--- config.mk ---
export PLATFORM = sky130hd
export DESIGN_NAME = cdb_rr_arbiter
export DESIGN_NICKNAME = d
export VERILOG_FILES = /design/src/rtl/riscv_ooo_pkg.sv /design/src/rtl/rr_pick.sv /design/src/rtl/cdb_rr_arbiter.sv
export SDC_FILE = /design/constraint.sdc
export NUM_CORES = 1
export LEC_CHECK = 0
export ABC_AREA = 1
export CORE_MARGIN = 3
export CORE_UTILIZATION = 30
export CTS_BUF_LIST = sky130_fd_sc_hd__clkbuf_2
export CTS_CLUSTER_DIAMETER = 80
export DETAILED_ROUTE_END_ITERATION = 7
export PLACE_DENSITY = 0.69
export SLEW_MARGIN = 30
export SYNTH_ARGS = -nofsm -noshare
export SYNTH_HDL_FRONTEND = slang
export SYNTH_SLANG_ARGS = --single-unit
export TNS_END_PERCENT = 20
--- constraint.sdc ---
create_clock -name clk -period 2.3 [get_ports clk]
set_clock_uncertainty 0.05 [all_clocks]
set_input_delay 0.46 -clock clk [delete_from_list [all_inputs] [get_ports clk]]
set_output_delay 0.46 -clock clk [all_outputs]
set_load 0.02 [all_outputs]
--- src/rtl/riscv_ooo_pkg.sv ---
`default_nettype none
// ============================================================================
//  Module   : riscv_ooo_pkg
//  Brief    : Shared out-of-order core definitions (widths, FU ids, CDB packet)
//  Revision : 1.0 - initial release
// ============================================================================
package riscv_ooo_pkg;

    localparam int DATA_WIDTH = 32;
    localparam int TAG_WIDTH  = 3;
    localparam int REG_ADDR_W = 5;

    // Functional-unit slot numbers on the CDB arbiter request vector
    localparam int FU_ALU = 0;
    localparam int FU_FPU = 1;
    localparam int FU_LSU = 2;
    localparam int FU_BRU = 3;

    typedef struct packed {
        logic                  valid;
        logic [DATA_WIDTH-1:0] result;
        logic [TAG_WIDTH-1:0]  tag;
        logic [REG_ADDR_W-1:0] dest;
    } cdb_pkt_t;

endpackage
`default_nettype wire

--- src/rtl/rr_pick.sv ---
`default_nettype none
// ============================================================================
//  Module   : rr_pick
//  Brief    : Rotating-priority picker. Finds the first set request at or
//             after ptr (wrapping) using a doubled request vector.
//  Revision : 1.0 - initial release
// ============================================================================
module rr_pick #(
    parameter int N  = 4,
    parameter int PW = (N > 1) ? $clog2(N) : 1
) (
    input  logic [N-1:0]  req,
    input  logic [PW-1:0] ptr,
    output logic [N-1:0]  gnt,
    output logic [PW-1:0] idx,
    output logic          any
);

    localparam logic [2*N-1:0] c_one = {{(2*N-1){1'b0}}, 1'b1};

    logic [2*N-1:0] w_dbl;
    logic [2*N-1:0] w_masked;

    // Upper copy covers the wrap-around; lower copy is masked below ptr.
    assign w_dbl    = {req, req};
    assign w_masked = w_dbl & ~((c_one << ptr) - c_one);

    // Lowest surviving bit wins; scanning downward lets the lowest overwrite.
    always_comb begin
        gnt = '0;
        idx = '0;
        any = 1'b0;
        for (int i = 2*N-1; i >= 0; i--) begin
            if (w_masked[i]) begin
                any        = 1'b1;
                idx        = PW'(i % N);
                gnt        = '0;
                gnt[i % N] = 1'b1;
            end
        end
    end

endmodule
`default_nettype wire

--- src/rtl/cdb_rr_arbiter.sv ---
`default_nettype none
// ============================================================================
//  Module   : cdb_rr_arbiter
//  Brief    : Round-robin arbiter for the shared Common Data Bus. One
//             same-cycle ack per cycle; registered broadcast to snoopers.
//  Revision : 1.0 - initial release
// ============================================================================
module cdb_rr_arbiter #(
    parameter int N_REQ      = 4,
    parameter int DATA_WIDTH = riscv_ooo_pkg::DATA_WIDTH,
    parameter int TAG_WIDTH  = riscv_ooo_pkg::TAG_WIDTH
) (
    input  logic                                      clk,
    input  logic                                      rst_n,
    input  logic [N_REQ-1:0]                          req_valid,
    input  logic [N_REQ*DATA_WIDTH-1:0]               req_result,
    input  logic [N_REQ*TAG_WIDTH-1:0]                req_tag,
    input  logic [N_REQ*riscv_ooo_pkg::REG_ADDR_W-1:0] req_dest,
    output logic [N_REQ-1:0]                          req_ack,
    input  logic                                      cdb_stall,
    input  logic                                      flush,
    output logic                                      cdb_valid,
    output logic [DATA_WIDTH-1:0]                     cdb_result,
    output logic [TAG_WIDTH-1:0]                      cdb_tag,
    output logic [riscv_ooo_pkg::REG_ADDR_W-1:0]      cdb_dest,
    output logic [N_REQ*16-1:0]                       grant_cnt
);

    import riscv_ooo_pkg::*;

    localparam int PW = (N_REQ > 1) ? $clog2(N_REQ) : 1;

    logic                  w_eligible;
    logic [N_REQ-1:0]      w_req_elig;
    logic [N_REQ-1:0]      w_gnt;
    logic [PW-1:0]         w_idx;
    logic                  w_any;

    logic [DATA_WIDTH-1:0] w_sel_result;
    logic [TAG_WIDTH-1:0]  w_sel_tag;
    logic [REG_ADDR_W-1:0] w_sel_dest;

    logic [PW-1:0]         r_ptr;
    logic                  r_valid;
    logic [DATA_WIDTH-1:0] r_result;
    logic [TAG_WIDTH-1:0]  r_tag;
    logic [REG_ADDR_W-1:0] r_dest;
    logic [15:0]           r_cnt [N_REQ];

    // Grants only when neither a squash nor downstream back-pressure is active.
    assign w_eligible = ~flush & ~cdb_stall;
    assign w_req_elig = req_valid & {N_REQ{w_eligible}};

    rr_pick #(
        .N  (N_REQ),
        .PW (PW)
    ) u_pick (
        .req (w_req_elig),
        .ptr (r_ptr),
        .gnt (w_gnt),
        .idx (w_idx),
        .any (w_any)
    );

    assign req_ack = w_gnt;

    // Select the winner's payload; only the one-hot grant steers this mux.
    always_comb begin
        w_sel_result = '0;
        w_sel_tag    = '0;
        w_sel_dest   = '0;
        for (int i = 0; i < N_REQ; i++) begin
            if (w_gnt[i]) begin
                w_sel_result = req_result[i*DATA_WIDTH +: DATA_WIDTH];
                w_sel_tag    = req_tag[i*TAG_WIDTH +: TAG_WIDTH];
                w_sel_dest   = req_dest[i*REG_ADDR_W +: REG_ADDR_W];
            end
        end
    end

    // Priority pointer moves just past the winner; holds through stall/flush.
    always_ff @(posedge clk or negedge rst_n) begin
        if (!rst_n) begin
            r_ptr <= '0;
        end else if (w_any) begin
            r_ptr <= (w_idx == PW'(N_REQ - 1)) ? '0 : w_idx + 1'b1;
        end
    end

    // Broadcast register: valid follows the grant, payload holds when idle.
    always_ff @(posedge clk or negedge rst_n) begin
        if (!rst_n) begin
            r_valid  <= 1'b0;
            r_result <= '0;
            r_tag    <= '0;
            r_dest   <= '0;
        end else begin
            r_valid <= w_any;
            if (w_any) begin
                r_result <= w_sel_result;
                r_tag    <= w_sel_tag;
                r_dest   <= w_sel_dest;
            end
        end
    end

    // A flush kills the broadcast currently on the bus, not just future ones.
    assign cdb_valid  = r_valid & ~flush;
    assign cdb_result = r_result;
    assign cdb_tag    = r_tag;
    assign cdb_dest   = r_dest;

    generate
        for (genvar g = 0; g < N_REQ; g++) begin : g_cnt
            // Saturating per-FU grant counter, cleared only by reset.
            always_ff @(posedge clk or negedge rst_n) begin
                if (!rst_n) begin
                    r_cnt[g] <= '0;
                end else if (w_gnt[g] && (r_cnt[g] != 16'hFFFF)) begin
                    r_cnt[g] <= r_cnt[g] + 16'd1;
                end
            end
            assign grant_cnt[g*16 +: 16] = r_cnt[g];
        end
    endgenerate

endmodule
`default_nettype wire

Word level (Yosys, flattened, before mapping):

Index checks and enable logic that the tools add are counted.

* mux-type cells: 37
* eq/ne operators: 5
* bitwise operators: 7
* $add $sub $neg: 6
* reductions and logical operators: 4
* shift-type cells: 1

Operators with widths (number)
* two-way mux 32 bit: 4
* adder 16 x 1 -> 16 bit, second input constant: 4
* inequality test 16 bit, second input constant: 4
* two-way mux 4 bit: 8
* two-way mux 5 bit: 4
* two-way mux 2 bit: 9
* two-way mux 3 bit: 4
* bitwise AND 8 bit: 1
* two-way mux 1 bit: 8
* NOT 8 bit: 1
* << shifter 1 x 2 -> 8 bit, first input constant: 1
* subtractor 8 x 1 -> 8 bit, second input constant: 1
* bitwise AND 4 bit: 1
* logical AND 1 bit: 4
* adder 2 x 1 -> 2 bit, second input constant: 1
* bitwise AND 1 bit: 2
* == test 2 bit, second input constant: 1
* NOT 1 bit: 2

* logic and storage cells: 69
* output and inout bits: 109
* register bits after elaboration: 107

Logic depth before layout (Yosys ltp):

* depth in word-level cells: 16
* gate-level depth with buffers: 14

Modules after synthesis:

A second synthesis with hierarchy kept.

* cell total of the unflattened synthesis: 984
* area, all modules: 7003.0 µm²

Modules (own cells, without submodules)
* cdb_rr_arbiter: cells an instance 952, sequential area each 2677.6 µm², instances 1, area an instance 6832.8 µm²
* rr_pick: cells an instance 32, sequential area each 0.0 µm², instances 1, area an instance 170.2 µm²

Worst setup path before layout:

Ideal clock, no wire load.

* path kind: reg2out
* start point: register r_ptr[0]
* end point: output req_ack[3]
* stages on the path, launching flop included: 8
* data arrival time: 1.566 ns
* slack: 0.224 ns
* path through: dfrtp_1 inv_1 nand2_1 ha_1 nand3_2 nand2_1 nor2_4 buf_1

* word-level cells in the longest chain between the ends: 12

Ends and longest elaborated chain
* from (decl): RTL line cdb_rr_arbiter.sv:43 `logic [PW-1:0] r_ptr;`
* from (signal assigned): RTL line cdb_rr_arbiter.sv:86 `r_ptr <= (w_idx == PW'(N_REQ - 1)) ? '0 : w_idx + 1'b1;`
* << shifter 1 x 2 -> 8 bit (*): RTL line rr_pick.sv:26 `assign w_masked = w_dbl & ~((c_one << ptr) - c_one);`
* subtractor 8 x 1 -> 8 bit (*): RTL line rr_pick.sv:26
* NOT 8 bit (*): RTL line rr_pick.sv:26
* bitwise AND 8 bit (*): RTL line rr_pick.sv:26
* two-way mux 4 bit (7 in a row): RTL line rr_pick.sv:34 `if (w_masked[i]) begin`
* two-way mux 4 bit (*): RTL line rr_pick.sv:34
* to (decl): RTL line cdb_rr_arbiter.sv:19 `output logic [N_REQ-1:0] req_ack,`

Mark *: on every way between the ends. The rest lies on a longest branch, timed or not.

Final worst setup path:

* start point: register r_ptr[0]
* end point: output req_ack[0]

* word-level cells in the longest chain between the ends: 11

Ends and longest elaborated chain (RTL line)
* << shifter 1 x 2 -> 8 bit (*): rr_pick.sv:26
* subtractor 8 x 1 -> 8 bit (*): rr_pick.sv:26
* NOT 8 bit (*): rr_pick.sv:26
* bitwise AND 8 bit (*): rr_pick.sv:26
* two-way mux 4 bit (6 in a row): rr_pick.sv:34
* two-way mux 4 bit (*): rr_pick.sv:34

Marked as above.

==> metrics.md <==
| Metric | Value |
|---|---|
| Final setup vio count | `4` |
| Final wirelength | `22.73 mm` |
| Mapped Nets | `1127` |
| Via-per-instance ratio | `4.603` |
| # DRC | `0` |
| DR WL/cell | `14.76 um` |
| Total placed cells including tap cells | `1508` |
| WS Path Type | `flip-flop to output pin` |
| Most common cell after layout, fill and taps aside | `nand2_1` |
| Post-detail-place hpwl | `17.07 mm` |
| Register area share after synthesis | `40.40%` |
| Htree depth | `3` |
| Drt first-iter violations | `334` |
| Latest clock arrival within the worst-skew pair | `600 ps` |
| Layout cells sized above 1 | `10.21%` |
| Max-cap violation count | `0` |
| Worst Path Required | `1790 ps` |
| Slew headroom | `58.48%` |
| Unique masters post-synth | `34` |
| Layout Cells excl Fill | `1540` |
| Via count | `7089` |
| Final Hold Fails | `0` |
| GRT Util Overall | `18.49%` |
| CTS root buffer | `clkbuf_2` |
| Die area | `0.02391 mm2` |
| Placer congestion estimate | `0.8685` |
| Syn Inst Count | `954` |
| Row Count | `53` |
| Hold WC Path Type | `input pin to async pin` |
| CTS buffer count | `9` |
| Die height | `154.6 um` |
| Port Buf Inserts | `276` |
| TritonRoute pass-1 iters | `4` |
| #FFs+latches synth | `107` |
| CTS clock-pin slew for the worst setup and hold paths | `310 ps` |
| Violated checks | `setup timing` |
| Filler Cells Inserted | `2195` |
| GRT overflow | `0` |
| Final WS setup | `-252.6 ps` |
| CP max-delay cell | `dfrtp_1` |
| Area growth syn-to-layout | `54.05%` |
| Vias in the first global route | `6934` |
| CP startpoint kind | `flip-flop` |
| Fin crit period | `2553 ps` |
| CTS tree | `built` |
| Die width | `154.6 um` |
| Initial core utilization | `31.04%` |
| Maximum clock rate | `0.3918 GHz` |
| CP top delay family | `flip-flops` |
| Count of final max-slew check failures | `0` |
| I/O pin count | `277` |
| Post-route ant nets | `0` |
| Largest net degree at the start of global routing | `45` |
| Initial antenna violation count | `1` |
| Max FO, Critical Path | `4` |
| First-pass GRT wire length | `35.60 mm` |
| DP Worst Slack | `-565.5 ps` |
| Setup crit end kind | `output pin` |
| Slew @ Worst Pin | `622.8 ps` |
| Yosys warns | `0` |
| CTS Sinks | `107` |
| CP arrival | `2040 ps` |
| Status | `finished, violations left` |
| Syn Area/Cell | `6.947 um2` |
| Design Power | `7705 uW` |
| Most frequent cells in the layout | `nand2_1 (368), clkdlybuf4s50_1 (197), nor2_1 (100)` |
| Clk buf depth | `2` |
| Layout net count | `1432` |
| Core Area | `0.02135 mm2` |
| CP max stage delay | `480 ps` |
| Final worst path period share | `111.0%` |
| RSZ-0062 raised after global routing | `true` |
| Critical-path cell list | `inv_2 -> nand2_2 -> ha_4 -> nand3_4 -> nand2_4 -> inv_2 -> nand2_2 -> nand2_4 -> buf_6` |
| PD cells | `754.6 mW/mm2` |
| Pleak | `0.005083 uW` |
| Peak VDD IR | `0.4457 mV` |
| Worst path bufs/invs | `3` |
| Mapped Area | `0.006628 mm2` |
## stage by stage
step	area, um2	hold slack [ps]	setup TNS, ps	utilization (%)
final	10210	298.8	-795.4	47.81
after detailed placement	9889	430.9	-27920	46.31
after CTS	10070	219.1	-1202	47.14
after global placement	9889	429.0	-23040	46.31
after global routing	10210	202.6	-1482	47.81
after floorplan	6628	114.4	0	-
## kinds of logic (layout without fill, tap and decap cells)
| logic type | count (synthesis) | count (layout) | share of synthesized area [%] |
|---|---|---|---|
| compound gates | 28 | 28 | 2.266 |
| flops | 107 | 107 | 40.40 |
| fa+ha+maj | 5 | 5 | 0.9439 |
| buf+inv | 117 | 427 | 7.400 |
| simple gates | 644 | 644 | 41.99 |
| other cells | 0 | 1 | 0 |
| xor+xnor | 53 | 53 | 7.004 |
## routing by layer
metal | GRT usage, % | wire (um) | up-vias
met2 | 32.40 | 11130 | 220
met4 | 4.247 | 344 | 0
li1 | - | - | 3596
met3 | 5.372 | 1611 | 25
met5 | 0 | 0 | -
met1 | 22.46 | 9646 | 3248
## Yosys cell counts, drive strengths merged
library cell / count / area (um2)
nor3: 19 / 110.1
o211ai: 1 / 7.510
xor2: 28 / 245.2
nand2: 384 / 1466
ha: 5 / 62.56
nand3: 99 / 518.0
nor2: 103 / 412.9
a21oi: 2 / 13.76
dfrtp: 107 / 2678
nand3b: 13 / 97.59
xnor2: 25 / 219.0
o21ai: 25 / 128.9
or2: 1 / 6.260
inv: 82 / 307.8
nand4: 24 / 165.2
clkbuf: 9 / 33.78
and3: 1 / 6.260
buf: 26 / 148.9
## repair_timing
| item | CTS | global route |
|---|---|---|
| pin swaps | 6 | 11 |
| buffers inserted | 9 | 5 |
| endpoints found under the hold margin | 41 | 0 |
| setup endpoints to repair | 61 | 58 |
| hold buffers | 1 | 0 |
| resized for setup | 102 | 34 |
## worst register-to-register path, delay by kind of cell, from the launching register on
kind | cells | cell delay, ps
xor+xnor | 1 | 230
fa+ha+maj | 1 | 250
simple gates | 6 | 710
flops | 1 | 460
buf+inv | 3 | 410
## final timing paths
kind,depth (start not counted),endpoint,startpoint,slack [ps]
worst max-delay path,9,req_ack[0],r_ptr[0],-250
worst min register to register,2,cdb_result[11],cdb_result[11],490
worst min-delay path,2,cdb_result[14],rst_n,300
max in group asynchronous,3,grant_cnt[13],rst_n,1200
worst max register to register,11,grant_cnt[32],r_ptr[1],160
min in group clk,3,cdb_dest[2],req_dest[17],310
## power by group
group	switching [uW]	leakage, uW	internal, uW
clock network	691	0.0000614	153
logic	2190	0.00367	1800
registers	452	0.00135	2430
total	3330	0.00508	4370
## final cells by class
type	instances	area, um2	area share (%)
Multi-Input combinational cell	730	3551	34.78
Timing Repair Buffer	329	3204	31.38
Tap cell	275	344.1	3.370
Antenna cell	1	2.502	0.02451
Sequential cell	107	2699	26.43
Clock buffer	9	45.04	0.4412
Inverter	82	310.3	3.039
Clock inverter	7	53.80	0.5270
## sequential cells by signal, summed over array words and instances (netlist names)
signal and cells:
cdb_tag 3, cdb_result 32, r_ptr 2, grant_cnt 64, r_valid 1, cdb_dest 5
Power figures use the tool's default switching activity.
